`src/rtl/arbitro_rr_pkg.sv`:
```
// Shared definitions for the four-queue egress path: queue count, FSM encoding
// and a small one-hot helper used by the arbiter and its benches.
package arbitro_rr_pkg;

  localparam int NUM_COLAS = 4;
  localparam int IDX_W     = 2;

  typedef enum logic [1:0] {
    IDLE     = 2'b00,
    ACTIVO   = 2'b01,
    PAUSA    = 2'b10,
    INVALIDO = 2'b11
  } estado_e;

  function automatic logic [NUM_COLAS-1:0] onehot(input logic [IDX_W-1:0] idx);
    logic [NUM_COLAS-1:0] r;
    r      = '0;
    r[idx] = 1'b1;
    return r;
  endfunction

endpackage

```
`src/rtl/arbitro_rr_prioridad.sv`:
```
// Rotated priority encoder: first set request bit scanning puntero_i,
// puntero_i+1, ... modulo the number of queues.
module prioridad_rr
  import arbitro_rr_pkg::*;
(
  input  logic [NUM_COLAS-1:0] req_i,
  input  logic [IDX_W-1:0]     puntero_i,
  output logic                 valido_o,
  output logic [IDX_W-1:0]     indice_o
);

  logic [IDX_W-1:0] idx;

  // Scan from the farthest offset down so the nearest requester wins last.
  always_comb begin
    valido_o = 1'b0;
    indice_o = puntero_i;
    idx      = puntero_i;
    for (int k = NUM_COLAS - 1; k >= 0; k--) begin
      idx = puntero_i + IDX_W'(k);
      if (req_i[idx]) begin
        valido_o = 1'b1;
        indice_o = idx;
      end
    end
  end

endmodule

```
`src/rtl/arbitro_rr.sv`:
```
// Round-robin arbiter feeding the 4:1 egress mux: pops one upstream queue per
// cycle and pushes the selected word into the downstream FIFO.
module arbitro_rr #(
  parameter int NUM_COLAS = 4,
  parameter int CONT_BITS = 8
) (
  input  logic                 clk,
  input  logic                 reset_L,
  input  logic [NUM_COLAS-1:0] fifo_vacio,
  input  logic                 fifo_casi_lleno_sal,
  output logic [NUM_COLAS-1:0] pop,
  output logic                 push,
  output logic [1:0]           selector,
  output logic                 enb,
  output logic [1:0]           estado,
  output logic [CONT_BITS-1:0] cont_grant0,
  output logic [CONT_BITS-1:0] cont_grant1,
  output logic [CONT_BITS-1:0] cont_grant2,
  output logic [CONT_BITS-1:0] cont_grant3
);
  import arbitro_rr_pkg::*;

  // Handshake: pop[g] and push are one-cycle strobes; the upstream FIFO g and
  // the downstream FIFO both act on the edge that ends the strobe cycle, and
  // the mux reads selector/enb combinationally during that same cycle.

  localparam logic [CONT_BITS-1:0] CONT_MAX = {CONT_BITS{1'b1}};

  estado_e                estado_q, estado_d;
  logic [1:0]             puntero_q, puntero_d;
  logic [1:0]             ultimo_q, ultimo_d;
  logic                   ultimo_vld_q, ultimo_vld_d;
  logic [NUM_COLAS-1:0]   pop_q, pop_d;
  logic                   push_q, push_d;
  logic [1:0]             selector_q, selector_d;
  logic [CONT_BITS-1:0]   cont_q [NUM_COLAS];
  logic [CONT_BITS-1:0]   cont_d [NUM_COLAS];

  logic                   hay_datos;
  logic [NUM_COLAS-1:0]   excluida;
  logic [NUM_COLAS-1:0]   req;
  logic                   gnt_vld;
  logic [1:0]             gnt_idx;
  logic                   grant;

  assign hay_datos = ~&fifo_vacio;

  // The last granted queue still looks non-empty for one cycle after its pop.
  assign excluida = ultimo_vld_q ? onehot(ultimo_q) : '0;
  assign req      = ~fifo_vacio & ~excluida;

  prioridad_rr u_prioridad (
    .req_i     (req),
    .puntero_i (puntero_q),
    .valido_o  (gnt_vld),
    .indice_o  (gnt_idx)
  );

  always_comb begin
    estado_d = estado_q;
    case (estado_q)
      IDLE: begin
        if (hay_datos) begin
          estado_d = fifo_casi_lleno_sal ? PAUSA : ACTIVO;
        end
      end
      ACTIVO: begin
        if (fifo_casi_lleno_sal) begin
          estado_d = PAUSA;
        end else if (!hay_datos) begin
          estado_d = IDLE;
        end
      end
      PAUSA: begin
        if (!fifo_casi_lleno_sal) begin
          estado_d = hay_datos ? ACTIVO : IDLE;
        end
      end
      default: estado_d = IDLE;
    endcase
  end

  // Only an edge that lands in ACTIVO may grant; almost-full never lands there.
  assign grant = (estado_d == ACTIVO) && gnt_vld;

  always_comb begin
    pop_d        = '0;
    push_d       = 1'b0;
    selector_d   = selector_q;
    puntero_d    = puntero_q;
    ultimo_d     = ultimo_q;
    ultimo_vld_d = 1'b0;
    for (int i = 0; i < NUM_COLAS; i++) begin
      cont_d[i] = cont_q[i];
    end
    if (grant) begin
      pop_d        = onehot(gnt_idx);
      push_d       = 1'b1;
      selector_d   = gnt_idx;
      puntero_d    = gnt_idx + 2'd1;
      ultimo_d     = gnt_idx;
      ultimo_vld_d = 1'b1;
      for (int i = 0; i < NUM_COLAS; i++) begin
        if ((gnt_idx == 2'(i)) && (cont_q[i] != CONT_MAX)) begin
          cont_d[i] = cont_q[i] + CONT_BITS'(1);
        end
      end
    end
  end

  always_ff @(posedge clk) begin
    if (!reset_L) begin
      estado_q     <= IDLE;
      puntero_q    <= '0;
      ultimo_q     <= '0;
      ultimo_vld_q <= 1'b0;
      pop_q        <= '0;
      push_q       <= 1'b0;
      selector_q   <= '0;
      for (int i = 0; i < NUM_COLAS; i++) begin
        cont_q[i] <= '0;
      end
    end else begin
      estado_q     <= estado_d;
      puntero_q    <= puntero_d;
      ultimo_q     <= ultimo_d;
      ultimo_vld_q <= ultimo_vld_d;
      pop_q        <= pop_d;
      push_q       <= push_d;
      selector_q   <= selector_d;
      for (int i = 0; i < NUM_COLAS; i++) begin
        cont_q[i] <= cont_d[i];
      end
    end
  end

  assign pop         = pop_q;
  assign push        = push_q;
  assign enb         = push_q;
  assign selector    = selector_q;
  assign estado      = estado_q;
  assign cont_grant0 = cont_q[0];
  assign cont_grant1 = cont_q[1];
  assign cont_grant2 = cont_q[2];
  assign cont_grant3 = cont_q[3];

endmodule

```
`config.mk`:
```
export PLATFORM = sky130hd
export DESIGN_NAME = arbitro_rr
export DESIGN_NICKNAME = d
export VERILOG_FILES = /design/src/rtl/arbitro_rr_pkg.sv /design/src/rtl/arbitro_rr_prioridad.sv /design/src/rtl/arbitro_rr.sv
export SDC_FILE = /design/constraint.sdc
export NUM_CORES = 1
export LEC_CHECK = 0
export CORE_AREA = 2 2 67 69
export DETAILED_ROUTE_END_ITERATION = 10
export DIE_AREA = 0 0 69 71
export GPL_TIMING_DRIVEN = 0
export PLACE_DENSITY = 0.8
export SETUP_SLACK_MARGIN = 0.02
export SLEW_MARGIN = 20
export SYNTH_ARGS = -nofsm -noshare
export SYNTH_HDL_FRONTEND = slang
export SYNTH_HIERARCHICAL = 1
export SYNTH_SLANG_ARGS = --single-unit
export TNS_END_PERCENT = 30
```
`constraint.sdc`:
```
create_clock -name clk -period 4.1 [get_ports clk]
set_clock_uncertainty 0.1 [all_clocks]
set_input_delay 0.41 -clock clk [delete_from_list [all_inputs] [get_ports clk]]
set_output_delay 0.41 -clock clk [all_outputs]
set_load 0.02 [all_outputs]
```
==> results by group, run 1 <==
Status
  – Run status: completed

Floorplan
  – Die X-Extent: 69 um
  – Core area: 0.00420 sq mm
  – Die area: 0.00490 sq mm
  – Row count: 24
  – Overall die height: ~71 um
  – Starting Density: 51.0%
  – Io pins: between 40 and 50

STA
  – Final period util: 77.3%
  – Slew headroom: 63.3%
  – Max-slew violation count: 0
  – TNS Setup: 0 ns
  – RSZ-0062 raised after global routing: no
  – Hold Vio Cnt, Final: 0
  – Tmin final: 3.17 ns
  – Achievable clock frequency: 316 MHz
  – Final setup violation count: 0
  – Worst slew pin tran: 0.551 ns

Place
  – Hpwl dp: 3.65 mm
  – DP Area: 0.00269 sq mm
  – I/O Buffers: between 40 and 50
  – GPL Wtd Cong: 0.801

Critical path
  – CP Launch Type: input port
  – Critical Path RT: 4.20 ns
  – Crit path arrival time: approximately 3.3 ns
  – Crit. End Element: flop
  – WS Path Type: input port to flop
  – Critical Path Fanout Max: 6

Synthesis
  – Synth Register Bits: 43
  – Synth warn: 6
  – Synthesized area: 0.00214 sq mm
  – Sequential-to-total area share from yosys stat: roughly two fifths
  – Top cell type's share of synthesized area: around two fifths
  – Synth area leaders: dfxtp_1 (40%), xnor2_1 (7.4%), nor2_1 (5.8%), ha_1 (4.7%), nand2_1 (3.9%)
  – Synth area leader: dfxtp_1
  – Number of synthesized flops with an enable pin: 0
  – Syn_area_per_cell: 8.72 sq um
  – Synthesized netlist cell count: 246
  – Async SR Flop Fraction: 0%
  – Main synth FF type: dfxtp_1
  – Synth Net Count: around 260
  – Post-synthesis cell type count: 47

Clocking
  – Clk pin slew, worst setup/hold paths: 0.08 ns
  – Post-CTS Setup Repair Bufs: 0
  – CTS max path bufs: 2
  – Clock latency on the worst-skew pair: 0.30 ns
  – CTS resizes: 0
  – CTS Hold Buffers Added: 0
  – CTS Buf Count: 5
  – CTS Sinks: 43
  – CTS tree: done
  – CTS HTree Levels: 2
  – Root buffer cell: clkbuf_8

Layout
  – Area growth, synth to finish: 29.6%
  – Most frequent cells in the layout: clkdlybuf4s50_1 (48), dfxtp_1 (43), nor2_1 (33)
  – Final Cell Area: 0.00278 sq mm
  – Nets@finish: 316
  – Diode count: 0
  – Final Util: approximately 66%
  – Share of layout cells above drive strength 1: 9.93%
  – Most common cell after layout, fill and taps aside: clkdlybuf4s50_1

Global route
  – Vias in the first global route: 1805
  – Global-route wire length before repair: 8.29 mm
  – GRT Residual Overflow: 0
  – Largest net degree at the start of global routing: 15
  – Initial antenna violation count: 0
  – Gr usage total: 20.7%

Power
  – Comb pwr share: 16.5%
  – Sw Ratio: approximately 29%
  – Cell Int Power: 608 uW
  – Flop pwr share: 52.1%
  – Power per cell area: 308 mW/mm^2
  – Leak pwr: 0.955 nW
  – Net switching power: 247 uW
  – IR drop worst, VDD: between 150 and 200 uV
  – Clock share of power: 31.4%

Drt
  – Iter 0 DRT Violations: about 110
  – Drc violations: 0
  – Final ANT Viol Nets: 0
  – Drt total wl: 5.02 mm
  – Vias/cell: 5.52
  – Highest routed layer: met4
  – Via count: approximately 2000
  – Met1 WL: roughly 2.2 mm
  – Met3 routed WL: 257 um
  – DR WL met2: about 2.5 mm
  – Pre-Repair DR Iteration Count: 4
  – DR WL/cell: approximately 14 um

Job
  – Max-Cap Viols: 0

Min path
  – Tightest Hold Check Type: flop to flop
==> state kept, by name, summed over array words and instances (netlist names) <==
signal     cells
cont_q        32
estado         2
ultimo_q       2
puntero_q      2
enb            1
pop            4
==> cell families (layout without fill, tap and decap cells) <==
kind of cell | after synthesis | in the layout | share of synthesized area, %
AO/OA/AOI/OAI | 39 | 39 | 12.2
buffers and inverters | 18 | 74 | 3.50
multiplexers | 1 | 1 | 0.467
XOR/XNOR | 19 | 19 | 7.76
flip-flops | 43 | 43 | 40.1
adder cells (fa/ha/maj) | 8 | 8 | 4.67
AND/OR/NAND/NOR | 118 | 118 | 31.3
==> worst paths after layout <==
check,from,to,slack (ns),depth (start not counted)
worst max-delay path,fifo_vacio[3],cont_q[2][7]$_SDFFE_PN0P_,0.93,10
worst min register to register,cont_q[2][1]$_SDFFE_PN0P_,cont_q[2][1]$_SDFFE_PN0P_,0.41,2
worst min-delay path,cont_q[2][1]$_SDFFE_PN0P_,cont_q[2][1]$_SDFFE_PN0P_,0.41,2
worst max register to register,ultimo_q[1]$_SDFFE_PN0P_,cont_q[2][7]$_SDFFE_PN0P_,1.08,9
==> critical path, cell delays in order <==
cell	delay [ns]
clkdlybuf4s50_1	0.43
a31oi_1	0.42
and3b_1	0.24
or4_1	0.47
nand2_1	0.16
ha_1	0.26
nand4_2	0.18
or3_1	0.42
xnor2_1	0.13
and2_1	0.15
==> final cells by class <==
cell class                 instances  area [sq um]
inverter                          12          45.0
tap                               52          65.1
fill                             377          1430
clock buffer                       5          68.8
clock inverter                     3          20.0
buffer                             6          30.0
multi-input combinational        185          1210
timing repair buffer              48           480
sequential                        43           861
==> power groups by stage <==
stage | clock [mW] | sequential, mW | combinational, mW
floorplan | 0 | 0.466 | 0.0769
global placement | 0 | 0.454 | 0.138
detailed placement | 0 | 0.455 | 0.141
CTS | 0.275 | 0.445 | 0.142
global route | 0.292 | 0.448 | 0.155
finish | 0.268 | 0.445 | 0.142
==> stage by stage <==
step / worst slack, ns / hold slack, ns / std cells / total power [mW]
detailed placement: 0.704 / 0.396 / 346 / 0.596
finish: 0.932 / 0.410 / 354 / 0.855
floorplan: 1.37 / 0.377 / 246 / 0.543
global route: 0.789 / 0.446 / 354 / 0.895
CTS: 0.991 / 0.408 / 354 / 0.862
global placement: 0.723 / 0.389 / 346 / 0.592
==> synth_stat cells (2+ instances only) <==
master	n
dfxtp_1	43
nor2_1	33
nand2_1	22
xnor2_1	18
nand3_1	16
inv_1	12
a21oi_1	11
nor3_1	10
ha_1	8
o21ai_0	8
a31oi_1	6
and3_1	6
clkbuf_1	4
nand4_1	4
nor4_2	4
nand4_2	3
or3_1	3
a311oi_1	2
and2b_2	2
and4_1	2
buf_4	2
nor4b_2	2
==> layer usage <==
metal,GRT usage (%),vias to the layer above
met3,4.84,5
met4,7.41,0
met1,25.2,921
met2,35.7,49
met5,0,-
li1,-,980
Note: power is estimated with default switching activity, not from simulation.
==> run 2, diff against run 1 <==
Settings changed: CORE_AREA 2 2 67 69 to 2 2 73 75, DIE_AREA 0 0 69 71 to 0 0 75 77, PLACE_DENSITY 0.8 to 0.71.
Clock period 4.1 ns to 2.7 ns, I/O delays scaled along.
==> run 2 against run 1 <==
Effect of this change: sequential share of layout area down 2.4 points; design area up 9.8%; clock-buffer cell count unchanged; utilization down 4.8 points; hold slack better by 0.0012 ns; highest routed layer unchanged; sequential power up 53%; worst setup slack worse by 0.82 ns; register-to-register slack worse by 0.96 ns; die area up 18%; routed wire length up 3.2%; largest power group unchanged; sequential cell count unchanged.
==> results by group, run 2 (synthesis gave the netlist of run 1 again) <==
Drt
  – Drc violations: 0 (unchanged)
  – Via count: 1965 (was 1955)
  – Final ANT Viol Nets: 0 (unchanged)
  – Iter 0 DRT Violations: 118 (was 109)
  – Pre-Repair DR Iteration Count: 5 (was 4)
  – DR WL/cell: 13.7 um (was 14.2 um)
  – Vias/cell: 5.20 (was 5.52)
  – Drt total wl: 5.18 mm (was 5.02 mm)

Power
  – Cell Int Power: 1.04 mW (was 608 uW)
  – Flop pwr share: 47.2% (was 52.1%)
  – Clock share of power: 34.7% (was 31.4%)
  – Leak pwr: 1.04 nW (was 0.955 nW)
  – Comb pwr share: 18.1% (was 16.5%)
  – Power per cell area: 472 mW/mm^2 (was 308 mW/mm^2)
  – IR drop worst, VDD: 347 uV (was 183 uV)
  – Sw Ratio: 27.5% (was 28.9%)
  – Net switching power: 396 uW (was 247 uW)

Layout
  – Diode count: 0 (unchanged)
  – Most common cell after layout, fill and taps aside: clkdlybuf4s50_1 (unchanged)
  – Nets@finish: 322 (was 316)
  – Area growth, synth to finish: 42.3% (was 29.6%)
  – Most frequent cells in the layout: clkdlybuf4s50_1 (46), dfxtp_1 (40), nor2_1 (31) (was clkdlybuf4s50_1 (48), dfxtp_1 (43), nor2_1 (33))
  – Share of layout cells above drive strength 1: 17.9% (was 9.93%)
  – Max reg flops: 32 (unchanged)
  – Final Cell Area: 0.00305 sq mm (was 0.00278 sq mm)
  – Largest Register: cont_q (unchanged)

Place
  – Hpwl dp: 3.59 mm (was 3.65 mm)
  – I/O Buffers: 48 (unchanged)
  – GPL Wtd Cong: 0.855 (was 0.801)
  – DP Area: 0.00272 sq mm (was 0.00269 sq mm)

STA
  – Worst slew pin tran: 0.691 ns (was 0.551 ns)
  – Slew headroom: 53.7% (was 63.3%)
  – Final period util: a little over nine tenths
  – Final setup violation count: 0 (unchanged)
  – Achievable clock frequency: 387 MHz
  – Tmin final: 2.58 ns
  – Max-slew violation count: 0 (unchanged)
  – TNS Setup: 0 ns (unchanged)
  – Hold Vio Cnt, Final: 0 (unchanged)

Clocking
  – CTS HTree Levels: 2 (unchanged)
  – CTS tree: done (unchanged)
  – Root buffer cell: clkbuf_8 (unchanged)
  – CTS Hold Buffers Added: 0 (unchanged)
  – Clk pin slew, worst setup/hold paths: 0.09 ns (was 0.08 ns)
  – CTS max path bufs: 2 (unchanged)
  – CTS Sinks: 43 (unchanged)
  – Clock latency on the worst-skew pair: 0.30 ns (about the same)
  – CTS Buf Count: 5 (unchanged)

Min path
  – Tightest Hold Check Type: flop to flop (unchanged)

Global route
  – Largest net degree at the start of global routing: 15 (unchanged)
  – Gr usage total: 18.6% (was 20.7%)
  – Initial antenna violation count: 0 (unchanged)
  – Vias in the first global route: 1846 (was 1805)
  – GRT Residual Overflow: 0 (unchanged)
  – Global-route wire length before repair: 8.43 mm (was 8.29 mm)

Critical path
  – Crit path arrival time: 2.68 ns (was 3.27 ns)
  – Critical Path Fanout Max: 5 (was 6)
  – Crit. End Element: flop (unchanged)
  – WS Path Type: flop to flop (was input port to flop)
  – CP Launch Type: flop (was input port)
  – Critical Path RT: 2.80 ns (was 4.20 ns)

Status
  – Run status: completed (unchanged)

Floorplan
  – Core area: 0.00498 sq mm (was 0.00420 sq mm)
  – Die area: 0.00578 sq mm (was 0.00490 sq mm)
  – Overall die height: 77 um (was 71 um)
  – Die X-Extent: 75 um (was 69 um)
  – Io pins: 49 (unchanged)
  – Starting Density: 43.1% (was 51.0%)
  – Row count: 26 (was 24)

Job
  – Max-Cap Viols: 0 (unchanged)
## run 2: changes by cell type in the layout (fill, tap and decap cells not counted), sizes merged
cell | previous run | this run
bufinv | 0 | 1
buf | 2 | 8
dlymetal6s2s | 0 | 2
clkinvlp | 2 | 0
clkinv | 1 | 2
clkdlybuf4s50 | 48 | 46
## run 2: repair_timing
| action | in CTS | in global routing |
|---|---|---|
| setup buffers | 3 | 3 |
| gates resized for setup | 9 | 27 |
| pin swaps | 1 | 6 |
| setup endpoints to repair | 10 | 17 |
## run 2: power by group through the flow
stage | clock network, mW | logic [mW] | registers, mW
2_1_floorplan | 0 | 0.117 | 0.709
3_3_place_gp | 0 | 0.209 | 0.692
3_5_place_dp | 0 | 0.212 | 0.692
4_1_cts | 0.513 | 0.231 | 0.680
5_1_grt | 0.535 | 0.283 | 0.684
6_report | 0.501 | 0.260 | 0.680
## run 2: through the flow
step           power [mW]  hold WS [ns]  utilization [%]  cells  worst slack, ns
3_3_place_gp        0.901         0.391             54.7    364           -0.470
3_5_place_dp        0.904         0.405             54.7    364           -0.490
6_report             1.44         0.411             61.3    378            0.116
2_1_floorplan       0.826         0.296                -    246           0.0448
4_1_cts              1.42         0.405             58.3    375           0.0249
5_1_grt              1.50         0.450             61.3    378          -0.0107
## run 2: path summary, 6_finish.rpt
kind,startpoint,to,slack (ns),depth (start not counted)
setup / recovery,ultimo_q[1]$_SDFFE_PN0P_,cont_q[2][7]$_SDFFE_PN0P_,0.12,10
hold / removal,cont_q[2][1]$_SDFFE_PN0P_,cont_q[2][1]$_SDFFE_PN0P_,0.41,2
setup reg to reg,ultimo_q[1]$_SDFFE_PN0P_,cont_q[2][7]$_SDFFE_PN0P_,0.12,10
hold reg to reg,cont_q[2][1]$_SDFFE_PN0P_,cont_q[2][1]$_SDFFE_PN0P_,0.41,2
## run 2: layout make-up
type	instances	area, sq um
Fill cell	441	1930
Multi-Input combinational cell	185	1370
Sequential cell	43	872
Timing Repair Buffer	54	531
Tap cell	70	87.6
Clock buffer	5	68.8
Inverter	12	47.5
Clock inverter	3	43.8
Buffer	6	30.0
## run 2: metal layers
| metal | part of all wire (%) | vias to the layer above | wire [um] | GRT usage (%) |
|---|---|---|---|---|
| met5 | 0 | - | 0 | 0 |
| met2 | 49 | 55 | 2520 | 29.8 |
| met1 | 46 | 910 | 2380 | 24.9 |
| met3 | 4.8 | 4 | 250 | 3.68 |
| met4 | 0.64 | 0 | 33 | 5.36 |
| li1 | - | 996 | - | - |
## run 2: critical path: stages (launching register included)
cell and delay [ns]:
dfxtp_4 0.38, inv_2 0.08, a31oi_4 0.10, and2b_2 0.21
or4_4 0.52, nand2_4 0.12, ha_4 0.18, nand4_4 0.12
or3_4 0.40, xnor2_1 0.12, and2_1 0.15
